===== config.mk =====
export PLATFORM = sky130hd
export DESIGN_NAME = cpu_sequencer_flat
export DESIGN_NICKNAME = d
export VERILOG_FILES = /design/src/rtl/cpu_pkg.sv /design/src/rtl/cpu_sequencer_if.sv /design/src/rtl/cpu_sequencer_decoder.sv /design/src/rtl/cpu_sequencer.sv /design/src/flat_wrapper.sv
export SDC_FILE = /design/constraint.sdc
export NUM_CORES = 1
export LEC_CHECK = 0
export ABC_AREA = 1
export CAP_MARGIN = 25
export CELL_PAD_IN_SITES_DETAIL_PLACEMENT = 1
export CELL_PAD_IN_SITES_GLOBAL_PLACEMENT = 1
export CORE_ASPECT_RATIO = 2
export CORE_MARGIN = 1.5
export CORE_UTILIZATION = 35
export CTS_CLUSTER_DIAMETER = 120
export DETAILED_ROUTE_END_ITERATION = 8
export PLACE_DENSITY_LB_ADDON = 0.1
export SLEW_MARGIN = 20
export SYNTH_ARGS = -nofsm -noshare
export SYNTH_HDL_FRONTEND = slang
export SYNTH_HIERARCHICAL = 1
export SYNTH_SLANG_ARGS = --single-unit
export TNS_END_PERCENT = 30

===== constraint.sdc =====
create_clock -name clk -period 2.2 [get_ports clk]
set_clock_uncertainty 0.15 [all_clocks]
set_input_delay 0.33 -clock clk [delete_from_list [all_inputs] [get_ports clk]]
set_output_delay 0.33 -clock clk [all_outputs]
set_load 0.05 [all_outputs]

===== src/rtl/cpu_pkg.sv =====
// Shared constants for the 16-bit CPU control path: opcodes, ALU operation
// encodings and the sequencer state encoding.
package cpu_pkg;

    localparam logic [7:0] OP_ADD  = 8'h05;
    localparam logic [7:0] OP_ADDU = 8'h06;
    localparam logic [7:0] OP_ADDC = 8'h07;
    localparam logic [7:0] OP_SUB  = 8'h09;
    localparam logic [7:0] OP_CMP  = 8'h0B;
    localparam logic [7:0] OP_AND  = 8'h01;
    localparam logic [7:0] OP_OR   = 8'h02;
    localparam logic [7:0] OP_XOR  = 8'h03;
    localparam logic [7:0] OP_NOT  = 8'h04;
    localparam logic [7:0] OP_LSH  = 8'h84;
    localparam logic [7:0] OP_RSH  = 8'h08;
    localparam logic [7:0] OP_ALSH = 8'h0C;
    localparam logic [7:0] OP_ARSH = 8'h0F;

    localparam logic [3:0] ALU_ADD  = 4'd0;
    localparam logic [3:0] ALU_ADDU = 4'd1;
    localparam logic [3:0] ALU_ADDC = 4'd2;
    localparam logic [3:0] ALU_SUB  = 4'd3;
    localparam logic [3:0] ALU_CMP  = 4'd4;
    localparam logic [3:0] ALU_AND  = 4'd5;
    localparam logic [3:0] ALU_OR   = 4'd6;
    localparam logic [3:0] ALU_XOR  = 4'd7;
    localparam logic [3:0] ALU_NOT  = 4'd8;
    localparam logic [3:0] ALU_LSH  = 4'd9;
    localparam logic [3:0] ALU_RSH  = 4'd10;
    localparam logic [3:0] ALU_ALSH = 4'd11;
    localparam logic [3:0] ALU_ARSH = 4'd12;

    localparam int STATE_W = 3;

    typedef enum logic [STATE_W-1:0] {
        ST_IDLE   = 3'd0,
        ST_FETCH  = 3'd1,
        ST_DECODE = 3'd2,
        ST_EXEC   = 3'd3,
        ST_WB     = 3'd4,
        ST_HALT   = 3'd5
    } state_e;

endpackage


===== src/rtl/cpu_sequencer_if.sv =====
// Bundle of instruction-memory, register-file, ALU and flags control signals
// between the sequencer (master) and the rest of the CPU (slave).
interface cpu_sequencer_if;
    import cpu_pkg::*;

    logic                run;
    logic                mem_ack;
    logic [15:0]         mem_rdata;
    logic                mem_req;
    logic [15:0]         pc;
    logic [15:0]         ir;
    logic [3:0]          alu_op;
    logic                alu_en;
    logic [3:0]          rf_raddr_a;
    logic [3:0]          rf_raddr_b;
    logic [3:0]          rf_waddr;
    logic                rf_we;
    logic                flags_we;
    logic                illegal;
    logic [STATE_W-1:0]  state;
    logic [15:0]         instr_count;

    modport master (
        input  run, mem_ack, mem_rdata,
        output mem_req, pc, ir, alu_op, alu_en, rf_raddr_a, rf_raddr_b,
               rf_waddr, rf_we, flags_we, illegal, state, instr_count
    );

    modport slave (
        output run, mem_ack, mem_rdata,
        input  mem_req, pc, ir, alu_op, alu_en, rf_raddr_a, rf_raddr_b,
               rf_waddr, rf_we, flags_we, illegal, state, instr_count
    );

endinterface


===== src/rtl/cpu_sequencer_decoder.sv =====
// Instruction field splitter: opcode in the high byte, rdst/rsrc nibbles
// (or an 8-bit immediate) in the low byte.
module decoder (
    input  logic [15:0] instr,
    output logic [7:0]  opcode,
    output logic [3:0]  rdst,
    output logic [3:0]  rsrc,
    output logic [7:0]  imm
);

    assign opcode = instr[15:8];
    assign rdst   = instr[7:4];
    assign rsrc   = instr[3:0];
    assign imm    = instr[7:0];

endmodule


===== src/rtl/cpu_sequencer.sv =====
// Multi-cycle fetch/decode/execute/writeback sequencer for the 16-bit CPU.
// One instruction in flight; an unknown opcode parks the machine in HALT.
module cpu_sequencer
    import cpu_pkg::*;
#(
    parameter logic [15:0] RESET_PC = 16'h0000
) (
    input  logic            clk,
    input  logic            reset,
    cpu_sequencer_if.master bus
);

    state_e      state_r;
    state_e      next_state_s;
    logic [15:0] pc_r;
    logic [15:0] ir_r;
    logic [3:0]  alu_op_r;
    logic        illegal_r;
    logic [15:0] instr_count_r;
    logic        mem_req_r;
    logic        alu_en_r;
    logic        rf_we_r;
    logic        flags_we_r;

    logic [7:0]  opcode_s;
    logic [3:0]  rdst_s;
    logic [3:0]  rsrc_s;
    logic [7:0]  imm_unused_s;
    logic        legal_s;
    logic [3:0]  dec_alu_op_s;
    logic        sets_flags_s;

    decoder u_decoder (
        .instr  (ir_r),
        .opcode (opcode_s),
        .rdst   (rdst_s),
        .rsrc   (rsrc_s),
        .imm    (imm_unused_s)
    );

    // Opcode legality check and ALU operation mapping
    always_comb begin
        legal_s      = 1'b1;
        dec_alu_op_s = ALU_ADD;
        case (opcode_s)
            OP_ADD:  dec_alu_op_s = ALU_ADD;
            OP_ADDU: dec_alu_op_s = ALU_ADDU;
            OP_ADDC: dec_alu_op_s = ALU_ADDC;
            OP_SUB:  dec_alu_op_s = ALU_SUB;
            OP_CMP:  dec_alu_op_s = ALU_CMP;
            OP_AND:  dec_alu_op_s = ALU_AND;
            OP_OR:   dec_alu_op_s = ALU_OR;
            OP_XOR:  dec_alu_op_s = ALU_XOR;
            OP_NOT:  dec_alu_op_s = ALU_NOT;
            OP_LSH:  dec_alu_op_s = ALU_LSH;
            OP_RSH:  dec_alu_op_s = ALU_RSH;
            OP_ALSH: dec_alu_op_s = ALU_ALSH;
            OP_ARSH: dec_alu_op_s = ALU_ARSH;
            default: legal_s      = 1'b0;
        endcase
    end

    // Flag-producing operations among the decoded ALU ops
    always_comb begin
        sets_flags_s = 1'b0;
        case (dec_alu_op_s)
            ALU_ADD, ALU_ADDC, ALU_SUB, ALU_CMP: sets_flags_s = 1'b1;
            default:                            sets_flags_s = 1'b0;
        endcase
    end

    // Next-state logic
    always_comb begin
        next_state_s = state_r;
        case (state_r)
            ST_IDLE:   next_state_s = bus.run ? ST_FETCH : ST_IDLE;
            ST_FETCH:  next_state_s = bus.mem_ack ? ST_DECODE : ST_FETCH;
            ST_DECODE: next_state_s = legal_s ? ST_EXEC : ST_HALT;
            ST_EXEC:   next_state_s = ST_WB;
            ST_WB:     next_state_s = bus.run ? ST_FETCH : ST_IDLE;
            ST_HALT:   next_state_s = ST_HALT;
            default:   next_state_s = ST_IDLE;
        endcase
    end

    // State register plus strobes registered from the upcoming state, so each
    // strobe is high for exactly the cycles spent in its state
    always_ff @(posedge clk or posedge reset) begin
        if (reset) begin
            state_r    <= ST_IDLE;
            mem_req_r  <= 1'b0;
            alu_en_r   <= 1'b0;
            flags_we_r <= 1'b0;
            rf_we_r    <= 1'b0;
        end else begin
            state_r    <= next_state_s;
            mem_req_r  <= (next_state_s == ST_FETCH);
            alu_en_r   <= (next_state_s == ST_EXEC);
            flags_we_r <= (next_state_s == ST_EXEC) && sets_flags_s;
            rf_we_r    <= (next_state_s == ST_WB) && (alu_op_r != ALU_CMP);
        end
    end

    // Fetch address, instruction register, ALU op, illegal flag and counter
    always_ff @(posedge clk or posedge reset) begin
        if (reset) begin
            pc_r          <= RESET_PC;
            ir_r          <= 16'h0000;
            alu_op_r      <= ALU_ADD;
            illegal_r     <= 1'b0;
            instr_count_r <= 16'h0000;
        end else begin
            if (state_r == ST_FETCH && bus.mem_ack) begin
                ir_r <= bus.mem_rdata;
                pc_r <= pc_r + 16'd1;
            end
            if (state_r == ST_DECODE) begin
                if (legal_s) begin
                    alu_op_r <= dec_alu_op_s;
                end else begin
                    illegal_r <= 1'b1;
                end
            end
            if (state_r == ST_WB) begin
                instr_count_r <= instr_count_r + 16'd1;
            end
        end
    end

    assign bus.mem_req     = mem_req_r;
    assign bus.pc          = pc_r;
    assign bus.ir          = ir_r;
    assign bus.alu_op      = alu_op_r;
    assign bus.alu_en      = alu_en_r;
    assign bus.rf_raddr_a  = rdst_s;
    assign bus.rf_raddr_b  = rsrc_s;
    assign bus.rf_waddr    = rdst_s;
    assign bus.rf_we       = rf_we_r;
    assign bus.flags_we    = flags_we_r;
    assign bus.illegal     = illegal_r;
    assign bus.state       = state_r;
    assign bus.instr_count = instr_count_r;

endmodule


===== src/flat_wrapper.sv =====
// flat-port wrapper written by rule: the top's interface ports become plain ports
module cpu_sequencer_flat import cpu_pkg::*;
#(
    parameter logic [15:0] RESET_PC = 16'h0000
)
  (clk, reset, bus_run, bus_mem_ack, bus_mem_rdata, bus_mem_req, bus_pc, bus_ir, bus_alu_op, bus_alu_en, bus_rf_raddr_a, bus_rf_raddr_b, bus_rf_waddr, bus_rf_we, bus_flags_we, bus_illegal, bus_state, bus_instr_count);
  cpu_sequencer_if bus_i ();
  input  logic clk;
  input  logic reset;
  input wire logic [$bits(bus_i.run)-1:0] bus_run;
  input wire logic [$bits(bus_i.mem_ack)-1:0] bus_mem_ack;
  input wire logic [$bits(bus_i.mem_rdata)-1:0] bus_mem_rdata;
  output wire logic [$bits(bus_i.mem_req)-1:0] bus_mem_req;
  output wire logic [$bits(bus_i.pc)-1:0] bus_pc;
  output wire logic [$bits(bus_i.ir)-1:0] bus_ir;
  output wire logic [$bits(bus_i.alu_op)-1:0] bus_alu_op;
  output wire logic [$bits(bus_i.alu_en)-1:0] bus_alu_en;
  output wire logic [$bits(bus_i.rf_raddr_a)-1:0] bus_rf_raddr_a;
  output wire logic [$bits(bus_i.rf_raddr_b)-1:0] bus_rf_raddr_b;
  output wire logic [$bits(bus_i.rf_waddr)-1:0] bus_rf_waddr;
  output wire logic [$bits(bus_i.rf_we)-1:0] bus_rf_we;
  output wire logic [$bits(bus_i.flags_we)-1:0] bus_flags_we;
  output wire logic [$bits(bus_i.illegal)-1:0] bus_illegal;
  output wire logic [$bits(bus_i.state)-1:0] bus_state;
  output wire logic [$bits(bus_i.instr_count)-1:0] bus_instr_count;
  assign bus_i.run = bus_run;
  assign bus_i.mem_ack = bus_mem_ack;
  assign bus_i.mem_rdata = bus_mem_rdata;
  assign bus_mem_req = bus_i.mem_req;
  assign bus_pc = bus_i.pc;
  assign bus_ir = bus_i.ir;
  assign bus_alu_op = bus_i.alu_op;
  assign bus_alu_en = bus_i.alu_en;
  assign bus_rf_raddr_a = bus_i.rf_raddr_a;
  assign bus_rf_raddr_b = bus_i.rf_raddr_b;
  assign bus_rf_waddr = bus_i.rf_waddr;
  assign bus_rf_we = bus_i.rf_we;
  assign bus_flags_we = bus_i.flags_we;
  assign bus_illegal = bus_i.illegal;
  assign bus_state = bus_i.state;
  assign bus_instr_count = bus_i.instr_count;
  cpu_sequencer #(.RESET_PC(RESET_PC)) u_core (.clk(clk), .reset(reset), .bus(bus_i));
endmodule

* Word level (Yosys, flattened, before mapping)
Cells that the tools add are included.
** Storage, ports and cells
- Flip-flop bits (word level) :: 60
- Output and inout bits :: 72
** Cells by class
- $add $sub $neg :: 2
- Equality and inequality tests :: 25
- Multiplexer cells :: 7
- Bitwise logic cells :: 1
- Reductions and logical operators :: 10
** Operators with widths (number)
- $pmux 4 s12 :: 1
- $eq 8x4->1 const B :: 5
- $add 16x1->16 const B :: 2
- $eq 8x3->1 const B :: 4
- $eq 8x2->1 const B :: 2
- $pmux 3 s5 :: 1
- $reduce_or 13->1 :: 1
- $eq 3x2->1 const B :: 3
- $eq 3x3->1 const B :: 3
- $eq 4x2->1 const B :: 2
- $eq 8x1->1 const B :: 1
- $eq 8x8->1 const B :: 1
- $eq 3x1->1 const B :: 2
- $eq 4x3->1 const B :: 1
- $logic_not 4->1 :: 1
- $ne 4x3->1 const B :: 1
- $reduce_and 2->1 :: 2
- $reduce_or 4->1 :: 1
- $logic_and 1x1->1 :: 3
- $logic_not 3->1 :: 1
- $mux 1 :: 3
- $mux 3 :: 1
- $mux 2 :: 1
- $reduce_or 2->1 :: 1
- $not 1->1 :: 1

* Depth between registers and ports, before layout
- Word-level depth :: 7
- Depth in mapped cells :: 11
- Mapped depth without buffers :: 10

* By module
The synthesis kept the hierarchy.
** By module, submodules not included
- cpu_sequencer :: times used 1, cells an instance 331, area each 2897.8 um^2, sequential area each 1501.4 um^2
- decoder :: times used 1, cells an instance 24, area each 180.2 um^2, sequential area each 0.0 um^2

* Worst setup path after synthesis
Ideal clock, no wire load.
- Path kind :: register -> register
- From :: register u_core.instr_count_r[0], in the netlist u_core/bus.instr_count[0]
- To :: register u_core.instr_count_r[14], in the netlist u_core/bus.instr_count[14]
- Library setup time :: 0.119 ns
- Arrival time :: 1.619 ns
- Slack :: 0.312 ns
- Stages on the path, launching flop included :: 9
- Buffers on the path :: 0
- Cell sequence :: dfrtp_1 -> ha_1 -> nand4_1 -> nor2_2 -> nand2_2 -> nor2_4 -> nand2_1 -> xor2_1 -> inv_1
** Between the ends
- Longest elaborated chain between the ends :: 1
** Ends and longest elaborated chain
- start: declaration :: line cpu_sequencer.sv:19 : logic [15:0] instr_count_r;
- start signal: assignment :: line cpu_sequencer.sv:125 : instr_count_r <= instr_count_r + 16'd1;
- $add 16x1->16 :: line cpu_sequencer.sv:125
Every way passes these cells.
A chain may end at the register's enable or synchronous reset.

* Final worst setup path
- From :: register u_core.state_r[2], in the netlist u_core/bus.state[2]
- To :: output port bus_state[2]
** RTL lines
- start: declaration :: line cpu_sequencer.sv:13 : state_e state_r;
- start signal: assignment :: line cpu_sequencer.sv:96 : state_r <= next_state_s;
- end: declaration :: line flat_wrapper.sv:24 : output wire logic [$bits(bus_i.state)-1:0] bus_state;
No word-level cell between the ends.

==> impl_metrics.ini <==
[clock_tree]
clkTransAtPathRegs_ns = 0.05
hold_buffers = 0
postCtsSetupBuffers = 0
cts_sinks = 60
htree_num_levels = 3
clock_path_buffers = 2
clkLatencyLatePin_ns = 0.32
cts-root-buf = clkbuf_16
cts_tree = done
numCtsBuffers = 9
cts_resized = 0

[place]
dp_slack_ns = 0.1614
place.gp.congestion = 0.8160
port_buffers = 91
dp.cells = 517
place_hpwl_mm = 5.491

[pwr]
cellPowerDensity_mw_per_mm2 = 1511
ir_drop_uv = 1085
power_mw = 6.396
leakage_nw = 2.059

[floorplan]
rows = 47
die_h_um = 134.3
ios = 92
die_w_um = 68.66
start_util = 0.3614
die_area_mm2 = 0.009222
core_area_mm2 = 0.008351

[synthesis]
synth_area_per_cell_um2 = 8.697
syn_nets = 369
synth_area_mm2 = 0.003018
yosysWarnings = 6
netlist_instances = 347

[routing]
drc = 0
wl_per_cell_um = 13.59
drt-initial-drc-count = 96
vias = 2554
drtPass1Iterations = 4
routed_wl_mm = 7.242
vias_per_cell = 4.792
ant_nets = 0

[global_routing]
grt_pass1_vias = 2700
overflow = 0
grtUsageTotal = 0.1756
use_met1 = 0.1723
grt_pass1_wl_mm = 12.12
grt_use_met3 = 0.05285
antenna_found_initial = 0
grt_use_met2 = 0.3173
top_usage_layer = met2
grt_max_degree = 61

[layout]
syn2layout_area_growth_pct = 40.30
diodes = 0
drive_gt1_frac = 0.1103
final_net_count = 452
layout.cells.non_filler = 533
final_core_util = 0.5070

[timing]
hold_violations = 0
drv_slew = 0
setup_slack_ns = 0.05548
fin_tns_setup_ns = 0
worst_pin_slew_ns = 0.5473
rsz0062_at_grt = no
fin_crit_sh = 0.9748
worst_slew_margin_rel = 0.6323
fin_crit_ns = 2.145
finalSetupViolations = 0
fmax_ghz = 0.4663

[setup_path]
cpMaxStageDelayCell = clkdlybuf4s50_1
crit_chain = clkdlybuf4s50_1
path_max_fanout = 7
worst_setup_path_start_kind = flip-flop
cp_top_family = buffers and inverters
endpoint_kind = primary output
r2r-end = u_core/bus.instr_count[14]
worstPathArrival_ns = 1.66
timing.critical_path.buf_inv = 1
criticalPathCategory = flip-flop to primary output
cpPeakStageDelay_ns = 0.85
rrSetupSlack_ns = 0.46
worst_ep_required_time_ns = 1.72
r2r-start = u_core/bus.instr_count[0]
rr_worst_depth = 8

[job]
cap_violations = 0

[run_status]
status = finished, final reports clean

[min_path]
hold_path.class = input pin to async pin
==> metrics by stage <==
stage	instance area (µm²)	hold slack (ns)
3_5_place_dp	3930	0.3131
4_1_cts	4234	0.2537
2_1_floorplan	3018	0.2896
5_1_grt	4234	0.2662
3_3_place_gp	3930	0.3058
6_report	4234	0.2492
==> cell type report <==
cell class                 instances  area (µm²)
clock buffer                      12       256.5
clock inverter                     4       47.55
fill                            1004        4116
inverter                          36       135.1
multi-input combinational        228        1217
sequential                        60        1501
tap                               98       122.6
timing repair buffer              95       953.4
==> flip-flops by register name, summed over array words and instances (netlist names) <==
signal                  flops
u_core/bus.instr_count     16
u_core/bus.ir              16
u_core/bus.pc              16
u_core/bus.alu_op           4
u_core/bus.state            3
u_core/bus.alu_en           1
u_core/bus.flags_we         1
u_core/bus.illegal          1
u_core/bus.mem_req          1
u_core/bus.rf_we            1
==> worst reg2reg max path, cell delays in order (launching register included) <==
cell	delay, ns
dfrtp_1	0.41
ha_1	0.17
nand4_1	0.17
nor2_2	0.18
nand2_2	0.12
nor2_4	0.16
nand2_1	0.08
xor2_1	0.14
inv_1	0.05
==> cell usage in the layout (no fill, tap or decap), types with 2 or more instances in the layout <==
cell type,instances
nor3_1,7
nor2_1,25
ha_1,2
buf_4,3
nand3_1,9
xnor2_1,9
nor3_4,2
inv_1,28
xor2_1,16
nand4_1,9
clkinv_2,2
a21oi_1,6
clkbuf_16,9
nor2_2,4
inv_2,7
o21ai_0,6
nor4_1,2
clkdlybuf4s50_1,91
nand3_2,5
nand2_1,110
dfrtp_1,60
nor2_4,4
clkbuf_8,2
nand2_2,3
==> routing by layer <==
metal  wire, µm  share of wire
met1       2600           0.36
met2       4105           0.57
met3        362          0.050
met4        174          0.024
met5          0              0
==> report_power, final <==
part | leakage, nW | internal (mW) | total [mW] | switching (mW)
clock | 0.149 | 0.933 | 1.41 | 0.476
combinational | 1.14 | 1.01 | 3.24 | 2.24
sequential | 0.774 | 1.41 | 1.74 | 0.334
==> worst max-delay path by stage <==
stage / from / to / slack [ns] / depth (start not counted)
finish: u_core/bus.state[2] / bus_state[2] / 0.06 / 1
global route: u_core/bus.state[2] / bus_state[2] / 0.004 / 1
CTS: u_core/bus.state[2] / bus_state[2] / 0.03 / 1
detailed placement: bus_mem_ack / u_core/bus.pc[12] / 0.16 / 7
global placement: bus_mem_ack / u_core/bus.pc[10] / 0.21 / 8
floorplan: reset / u_core/bus.alu_en / 0.24 / 1
Note: power is estimated with default switching activity, not from simulation.
